[config.mk]
export PLATFORM = sky130hd
export DESIGN_NAME = pipe_stall_regs_flat
export DESIGN_NICKNAME = d
export VERILOG_FILES = /design/src/rtl/pipe_stall_regs_if.sv /design/src/rtl/pipe_stall_regs.sv /design/src/flat_wrapper.sv
export SDC_FILE = /design/constraint.sdc
export NUM_CORES = 1
export LEC_CHECK = 0
export CORE_MARGIN = 2
export CORE_UTILIZATION = 38
export DETAILED_ROUTE_END_ITERATION = 6
export PLACE_DENSITY = 0.74
export SYNTH_ARGS = -nofsm -noshare
export SYNTH_HDL_FRONTEND = slang
export SYNTH_SLANG_ARGS = --single-unit
[constraint.sdc]
create_clock -name clk -period 2.7 [get_ports clk]
set_input_delay 0.405 -clock clk [delete_from_list [all_inputs] [get_ports clk]]
set_output_delay 0.405 -clock clk [all_outputs]
set_load 0.05 [all_outputs]
[src/rtl/pipe_stall_regs_if.sv]
// Bundle between the fetch/decode logic and the stall-aware PC, IF/ID and ID/EX registers.
// Optional STALL_CNT_EN adds the load-use and flush counter outputs.
interface pipe_stall_regs_if #(
    parameter int CTRL_W = 16
);
    logic              stop_IF;
    logic              stop_ID;
    logic              redirect_valid;
    logic [31:0]       redirect_pc;
    logic [31:0]       if_instr;
    logic [4:0]        id_rs1;
    logic [4:0]        id_rs2;
    logic [4:0]        id_wr;
    logic              id_isLoad;
    logic [CTRL_W-1:0] id_ctrl;

    logic [31:0]       pc_IF;
    logic [31:0]       pc_ID;
    logic [31:0]       instr_ID;
    logic              valid_ID;
    logic [31:0]       pc_EX;
    logic [4:0]        rs1_EX;
    logic [4:0]        rs2_EX;
    logic [4:0]        wr_EX;
    logic              isLoad_EX;
    logic [CTRL_W-1:0] ctrl_EX;
    logic              valid_EX;
`ifdef STALL_CNT_EN
    logic [31:0]       loaduse_cnt;
    logic [31:0]       flush_cnt;
`endif

    modport master (
        output stop_IF, stop_ID, redirect_valid, redirect_pc,
        output if_instr, id_rs1, id_rs2, id_wr, id_isLoad, id_ctrl,
        input  pc_IF, pc_ID, instr_ID, valid_ID,
        input  pc_EX, rs1_EX, rs2_EX, wr_EX, isLoad_EX, ctrl_EX, valid_EX
`ifdef STALL_CNT_EN
        , input loaduse_cnt, flush_cnt
`endif
    );

    modport slave (
        input  stop_IF, stop_ID, redirect_valid, redirect_pc,
        input  if_instr, id_rs1, id_rs2, id_wr, id_isLoad, id_ctrl,
        output pc_IF, pc_ID, instr_ID, valid_ID,
        output pc_EX, rs1_EX, rs2_EX, wr_EX, isLoad_EX, ctrl_EX, valid_EX
`ifdef STALL_CNT_EN
        , output loaduse_cnt, flush_cnt
`endif
    );
endinterface

[src/rtl/pipe_stall_regs.sv]
// PC, IF/ID and ID/EX pipeline registers with load-use stall and redirect flush.
// Optional STALL_CNT_EN adds saturating load-use and flush cycle counters.
module pipe_stall_regs #(
    parameter logic [31:0] RESET_PC = 32'h0000_0000,
    parameter int          CTRL_W   = 16
) (
    input  logic                   clk,
    input  logic                   rst,
    pipe_stall_regs_if.slave       bus
);
    localparam logic [31:0] NOP = 32'h0000_0013;

    logic [31:0]       pc_q, pc_d;
    logic [31:0]       pc_id_q, pc_id_d;
    logic [31:0]       instr_id_q, instr_id_d;
    logic              valid_id_q, valid_id_d;
    logic [31:0]       pc_ex_q, pc_ex_d;
    logic [4:0]        rs1_ex_q, rs1_ex_d;
    logic [4:0]        rs2_ex_q, rs2_ex_d;
    logic [4:0]        wr_ex_q, wr_ex_d;
    logic              isload_ex_q, isload_ex_d;
    logic [CTRL_W-1:0] ctrl_ex_q, ctrl_ex_d;
    logic              valid_ex_q, valid_ex_d;

    always_comb begin
        pc_d = pc_q;
        if (bus.redirect_valid) begin
            pc_d = bus.redirect_pc;
        end else if (!bus.stop_IF) begin
            pc_d = pc_q + 32'd4;
        end
    end

    always_comb begin
        pc_id_d    = pc_id_q;
        instr_id_d = instr_id_q;
        valid_id_d = valid_id_q;
        if (bus.redirect_valid) begin
            pc_id_d    = pc_q;
            instr_id_d = NOP;
            valid_id_d = 1'b0;
        end else if (!bus.stop_IF) begin
            pc_id_d    = pc_q;
            instr_id_d = bus.if_instr;
            valid_id_d = 1'b1;
        end
    end

    // An invalid ID slot must never carry a destination or load flag forward.
    always_comb begin
        pc_ex_d     = pc_id_q;
        rs1_ex_d    = '0;
        rs2_ex_d    = '0;
        wr_ex_d     = '0;
        isload_ex_d = 1'b0;
        ctrl_ex_d   = '0;
        valid_ex_d  = 1'b0;
        if (!(bus.stop_ID || bus.redirect_valid)) begin
            rs1_ex_d   = bus.id_rs1;
            rs2_ex_d   = bus.id_rs2;
            valid_ex_d = valid_id_q;
            if (valid_id_q) begin
                wr_ex_d     = bus.id_wr;
                isload_ex_d = bus.id_isLoad;
                ctrl_ex_d   = bus.id_ctrl;
            end
        end
    end

    always_ff @(posedge clk) begin
        if (rst) begin
            pc_q        <= RESET_PC;
            pc_id_q     <= RESET_PC;
            instr_id_q  <= NOP;
            valid_id_q  <= 1'b0;
            pc_ex_q     <= '0;
            rs1_ex_q    <= '0;
            rs2_ex_q    <= '0;
            wr_ex_q     <= '0;
            isload_ex_q <= 1'b0;
            ctrl_ex_q   <= '0;
            valid_ex_q  <= 1'b0;
        end else begin
            pc_q        <= pc_d;
            pc_id_q     <= pc_id_d;
            instr_id_q  <= instr_id_d;
            valid_id_q  <= valid_id_d;
            pc_ex_q     <= pc_ex_d;
            rs1_ex_q    <= rs1_ex_d;
            rs2_ex_q    <= rs2_ex_d;
            wr_ex_q     <= wr_ex_d;
            isload_ex_q <= isload_ex_d;
            ctrl_ex_q   <= ctrl_ex_d;
            valid_ex_q  <= valid_ex_d;
        end
    end

    assign bus.pc_IF     = pc_q;
    assign bus.pc_ID     = pc_id_q;
    assign bus.instr_ID  = instr_id_q;
    assign bus.valid_ID  = valid_id_q;
    assign bus.pc_EX     = pc_ex_q;
    assign bus.rs1_EX    = rs1_ex_q;
    assign bus.rs2_EX    = rs2_ex_q;
    assign bus.wr_EX     = wr_ex_q;
    assign bus.isLoad_EX = isload_ex_q;
    assign bus.ctrl_EX   = ctrl_ex_q;
    assign bus.valid_EX  = valid_ex_q;

`ifdef STALL_CNT_EN
    logic [31:0] loaduse_cnt_q, loaduse_cnt_d;
    logic [31:0] flush_cnt_q, flush_cnt_d;

    // A redirect overrides a coincident stall, so it only counts as a flush.
    always_comb begin
        loaduse_cnt_d = loaduse_cnt_q;
        flush_cnt_d   = flush_cnt_q;
        if (bus.redirect_valid) begin
            if (flush_cnt_q != 32'hFFFF_FFFF) begin
                flush_cnt_d = flush_cnt_q + 32'd1;
            end
        end else if (bus.stop_IF) begin
            if (loaduse_cnt_q != 32'hFFFF_FFFF) begin
                loaduse_cnt_d = loaduse_cnt_q + 32'd1;
            end
        end
    end

    always_ff @(posedge clk) begin
        if (rst) begin
            loaduse_cnt_q <= '0;
            flush_cnt_q   <= '0;
        end else begin
            loaduse_cnt_q <= loaduse_cnt_d;
            flush_cnt_q   <= flush_cnt_d;
        end
    end

    assign bus.loaduse_cnt = loaduse_cnt_q;
    assign bus.flush_cnt   = flush_cnt_q;
`endif
endmodule

[src/flat_wrapper.sv]
// flat-port wrapper written by rule: the top's interface ports become plain ports
module pipe_stall_regs_flat 
#(
    parameter logic [31:0] RESET_PC = 32'h0000_0000,
    parameter int          CTRL_W   = 16
)
  (clk, rst, bus_stop_IF, bus_stop_ID, bus_redirect_valid, bus_redirect_pc, bus_if_instr, bus_id_rs1, bus_id_rs2, bus_id_wr, bus_id_isLoad, bus_id_ctrl, bus_pc_IF, bus_pc_ID, bus_instr_ID, bus_valid_ID, bus_pc_EX, bus_rs1_EX, bus_rs2_EX, bus_wr_EX, bus_isLoad_EX, bus_ctrl_EX, bus_valid_EX);
  pipe_stall_regs_if #(.CTRL_W(CTRL_W)) bus_i ();
  input  logic clk;
  input  logic rst;
  input wire logic [$bits(bus_i.stop_IF)-1:0] bus_stop_IF;
  input wire logic [$bits(bus_i.stop_ID)-1:0] bus_stop_ID;
  input wire logic [$bits(bus_i.redirect_valid)-1:0] bus_redirect_valid;
  input wire logic [$bits(bus_i.redirect_pc)-1:0] bus_redirect_pc;
  input wire logic [$bits(bus_i.if_instr)-1:0] bus_if_instr;
  input wire logic [$bits(bus_i.id_rs1)-1:0] bus_id_rs1;
  input wire logic [$bits(bus_i.id_rs2)-1:0] bus_id_rs2;
  input wire logic [$bits(bus_i.id_wr)-1:0] bus_id_wr;
  input wire logic [$bits(bus_i.id_isLoad)-1:0] bus_id_isLoad;
  input wire logic [$bits(bus_i.id_ctrl)-1:0] bus_id_ctrl;
  output wire logic [$bits(bus_i.pc_IF)-1:0] bus_pc_IF;
  output wire logic [$bits(bus_i.pc_ID)-1:0] bus_pc_ID;
  output wire logic [$bits(bus_i.instr_ID)-1:0] bus_instr_ID;
  output wire logic [$bits(bus_i.valid_ID)-1:0] bus_valid_ID;
  output wire logic [$bits(bus_i.pc_EX)-1:0] bus_pc_EX;
  output wire logic [$bits(bus_i.rs1_EX)-1:0] bus_rs1_EX;
  output wire logic [$bits(bus_i.rs2_EX)-1:0] bus_rs2_EX;
  output wire logic [$bits(bus_i.wr_EX)-1:0] bus_wr_EX;
  output wire logic [$bits(bus_i.isLoad_EX)-1:0] bus_isLoad_EX;
  output wire logic [$bits(bus_i.ctrl_EX)-1:0] bus_ctrl_EX;
  output wire logic [$bits(bus_i.valid_EX)-1:0] bus_valid_EX;
  assign bus_i.stop_IF = bus_stop_IF;
  assign bus_i.stop_ID = bus_stop_ID;
  assign bus_i.redirect_valid = bus_redirect_valid;
  assign bus_i.redirect_pc = bus_redirect_pc;
  assign bus_i.if_instr = bus_if_instr;
  assign bus_i.id_rs1 = bus_id_rs1;
  assign bus_i.id_rs2 = bus_id_rs2;
  assign bus_i.id_wr = bus_id_wr;
  assign bus_i.id_isLoad = bus_id_isLoad;
  assign bus_i.id_ctrl = bus_id_ctrl;
  assign bus_pc_IF = bus_i.pc_IF;
  assign bus_pc_ID = bus_i.pc_ID;
  assign bus_instr_ID = bus_i.instr_ID;
  assign bus_valid_ID = bus_i.valid_ID;
  assign bus_pc_EX = bus_i.pc_EX;
  assign bus_rs1_EX = bus_i.rs1_EX;
  assign bus_rs2_EX = bus_i.rs2_EX;
  assign bus_wr_EX = bus_i.wr_EX;
  assign bus_isLoad_EX = bus_i.isLoad_EX;
  assign bus_ctrl_EX = bus_i.ctrl_EX;
  assign bus_valid_EX = bus_i.valid_EX;
  pipe_stall_regs #(.RESET_PC(RESET_PC), .CTRL_W(CTRL_W)) u_core (.clk(clk), .rst(rst), .bus(bus_i));
endmodule
==> flow_metrics.py <==
metrics = {
    "clock_network": {
        "h-tree-depth": 4,
        "clk_latency_ns": 0.43,
        "numCtsBuffers": 17,
        "cts_root_buf": "clkbuf_16",
        "cts_setup_buffers": 0,
        "numClockSinks": 162,
        "cts_hold_buf": 0,
        "cts_resized": 0,
        "clk_pin_slew_worst_paths_ns": 0.06,
        "clockBufferDepth": 2,
        "cts_tree": "yes",
    },
    "min_path": {
        "hold_path.class": "input port to flip-flop",
        "hold_depth": 3,
        "hold_end": "u_core.bus.pc_IF[11]",
        "hold_path.startpoint": "rst",
    },
    "grt": {
        "grt_pass1_vias": 4810,
        "grt_pass1_wl_um": 27800,
        "grt_overflow_total": 0,
        "grt_max_degree": 52,
        "grt_usage_pct": 22.1,
        "antenna_found_initial": 0,
    },
    "setup_path": {
        "path_cells": "clkdlybuf4s50_1",
        "r2r-end": "u_core.bus.pc_IF[25]",
        "critPathRequiredTime_ns": 2.30,
        "cp-end-kind": "output pin",
        "worstPathArrival_ns": 1.83,
        "cp_top_family": "buffers and inverters",
        "r2r_cells": 4,
        "path_buf_inv": 1,
        "r2r_setup_slack_ns": 0.53,
        "worstSetupPathType": "flip-flop to output pin",
        "r2r_start": "u_core.bus.pc_IF[20]",
        "worstPathMaxFanout": 8,
        "max_stage_delay_ns": 0.88,
        "cp-start-kind": "flip-flop",
        "cp_slowest_cell": "clkdlybuf4s50_1",
    },
    "floorplan": {
        "core_area_um2": 15100,
        "die_area_um2": 16400,
        "rows": 45,
        "io_pins": 263,
        "die_height_um": 128,
        "start_util_pct": 38.7,
        "die_x_um": 128,
    },
    "timing": {
        "tightest_slew_ns": 0.756,
        "fin_crit_ns": 2.24,
        "finalCritPeriodShare_pct": 82.9,
        "hold_viol_final": 0,
        "maxSlewViolCount": 0,
        "maxSlewHeadroom_pct": 49.1,
        "clock_skew_ns": 0.00716,
        "timing.setup.tns_ns": 0,
        "rsz0062_at_grt": "no",
        "max_freq_ghz": 0.447,
        "setup_viol": 0,
    },
    "finish": {
        "final_nets": 975,
        "layout-area-overhead-vs-synth_pct": 57.3,
        "drive_above_1_share_pct": 5.99,
        "n_fill_cell": 1259,
        "n_antenna_cell": 0,
    },
    "detailed_routing": {
        "drt-wirelength-per-cell_um": 17.0,
        "vias": 5248,
        "drt-total-wl_um": 18300,
        "drc": 0,
        "dr.first_iter.drc_count": 398,
        "ant_nets": 0,
        "firstDrtPassIters": 5,
        "vias_per_cell": 4.89,
    },
    "status": {
        "status": "finished clean",
    },
    "synthesis": {
        "synth-warning-count": 0,
        "synth_fp_nets": 720,
        "synthDistinctLibCells": 43,
        "synth-seq-cells": 162,
        "synth_flop_cell": "dfxtp_1",
        "synth_common_cells": "162 x dfxtp_1, 83 x nand2_1, 62 x nor2_1",
        "synth_most_common_cell": "dfxtp_1",
        "yosys.area.top_type": "dfxtp_1",
        "synth_area_leaders": "dfxtp_1 56%, mux2i_1 6.0%, nand2_1 5.3%",
        "netlist.area_leader.share_pct": 55.5,
        "synth_edf_count": 0,
        "syn_area_um2": 5840,
        "syn_area_per_cell_um2": 9.45,
        "yosysSeqAreaShare_pct": 55.5,
        "syn_inst": 618,
        "async_flop_share_pct": 0,
    },
    "pwr": {
        "p_leak_nw": 3.43,
        "finalPower_mw": 5.69,
        "vdd_ir_drop_max_v": 0.000460,
        "power.density_nw_per_um2": 619,
    },
    "placement": {
        "dp_hpwl_um": 13500,
        "io_buffers": 262,
        "routabilityCongestion": 0.873,
    },
    "run": {
        "cap_viol_max_count": 0,
    },
}
## flip-flops by register name (all words and copies together), names as in the netlist, 5 cells and up
| name | flops |
|---|---|
| u_core.bus.wr_EX | 5 |
| u_core.bus.rs2_EX | 5 |
| u_core.bus.pc_EX | 32 |
| u_core.bus.pc_ID | 32 |
| u_core.bus.pc_IF | 32 |
| u_core.bus.instr_ID | 32 |
| u_core.bus.ctrl_EX | 16 |
| u_core.bus.rs1_EX | 5 |
## metrics by stage
stage                     hold slack [ns]  instance area [µm²]  util, %  setup WS (ns)  instances
after global routing                0.431                 9190     60.9          0.377       1073
final                               0.449                 9190     60.9          0.462       1073
after global placement              0.448                 8650     57.4          0.587       1042
after detailed placement            0.455                 8650     57.4          0.541       1042
after CTS                           0.401                 9190     60.9          0.452       1073
after floorplan                     0.527                 5840        -          0.328        618
## final cells by class
| type | count | area [µm²] | area share, % |
|---|---|---|---|
| inverters | 8 | 30.0 | 0.327 |
| well taps | 188 | 235 | 2.56 |
| clock inverters | 10 | 78.8 | 0.857 |
| multi-input cells | 407 | 2410 | 26.2 |
| flip-flops and latches | 162 | 3240 | 35.3 |
| clock buffers | 21 | 460 | 5.01 |
| repair buffers | 277 | 2740 | 29.8 |
## cell usage in the layout, fill, tap and decap left out, types with 3 or more instances in the layout
cell type        synthesis  layout
buf_4                    0      15
dfxtp_1                162     162
a21oi_1                 39      39
nand4b_1                 3       3
xnor2_1                 10      10
nand4_1                 10      10
a311oi_1                 9       9
clkbuf_16                0      17
clkinvlp_4               0       4
nand3_1                  7       7
or4_1                    4       4
o21ai_0                  6       6
nor3_1                   8       8
inv_1                    8       8
a211oi_1                10      10
nor2_1                  62      62
o2111a_1                 3       3
clkdlybuf4s50_1          0     260
a2111oi_0                3       3
nor2b_1                 35      34
clkinv_4                 0       3
and4_1                   3       3
nand2_1                 83      83
mux2i_1                 35      35
or3_1                    5       5
o31ai_1                  3       3
nor4_1                   8       8
and3_1                   7       7
and2_1                  33      33
## worst min-delay path, stage by stage
cell and delay (ns):
buf_4 0.10, or3_1 0.20, o22ai_1 0.11
## worst max path at each step
stage | startpoint | endpoint | slack [ns] | cells past startpoint
after floorplan | u_core.bus.pc_IF[2] | u_core.bus.pc_IF[22] | 0.33 | 5
after global placement | bus_redirect_valid | u_core.bus.pc_IF[29] | 0.59 | 6
after detailed placement | bus_redirect_valid | u_core.bus.pc_IF[29] | 0.54 | 6
after CTS | u_core.bus.pc_IF[27] | bus_pc_IF[27] | 0.45 | 1
after global routing | u_core.bus.pc_IF[27] | bus_pc_IF[27] | 0.38 | 1
final | u_core.bus.pc_IF[27] | bus_pc_IF[27] | 0.46 | 1
## logic make-up (layout without fill, tap and decap cells)
group / Yosys count / count (layout) / share of synthesized area [%]
adder cells (fa/ha/maj): 1 / 1 / 0.214
flip-flops: 162 / 162 / 55.5
XOR/XNOR: 12 / 12 / 1.80
AO/OA/AOI/OAI: 81 / 81 / 9.02
multiplexers: 35 / 35 / 6.00
AND/OR/NAND/NOR: 278 / 278 / 24.1
buffers and inverters: 49 / 316 / 3.36
## report_power, final
| group | internal, mW | total, mW | switching, mW |
|---|---|---|---|
| clock | 1.23 | 2.21 | 0.985 |
| sequential | 2.48 | 2.58 | 0.0963 |
| combinational | 0.371 | 0.901 | 0.530 |
## layer usage
| layer | track usage [%] | part of all wire [%] | vias to the layer above |
|---|---|---|---|
| met4 | 7.56 | 1.4 | 0 |
| met1 | 29.6 | 44 | 2415 |
| met3 | 5.18 | 5.4 | 19 |
| met5 | 0 | 0 | - |
| met2 | 35.3 | 49 | 188 |
| li1 | - | - | 2626 |
(Power assumes the default switching activity.)
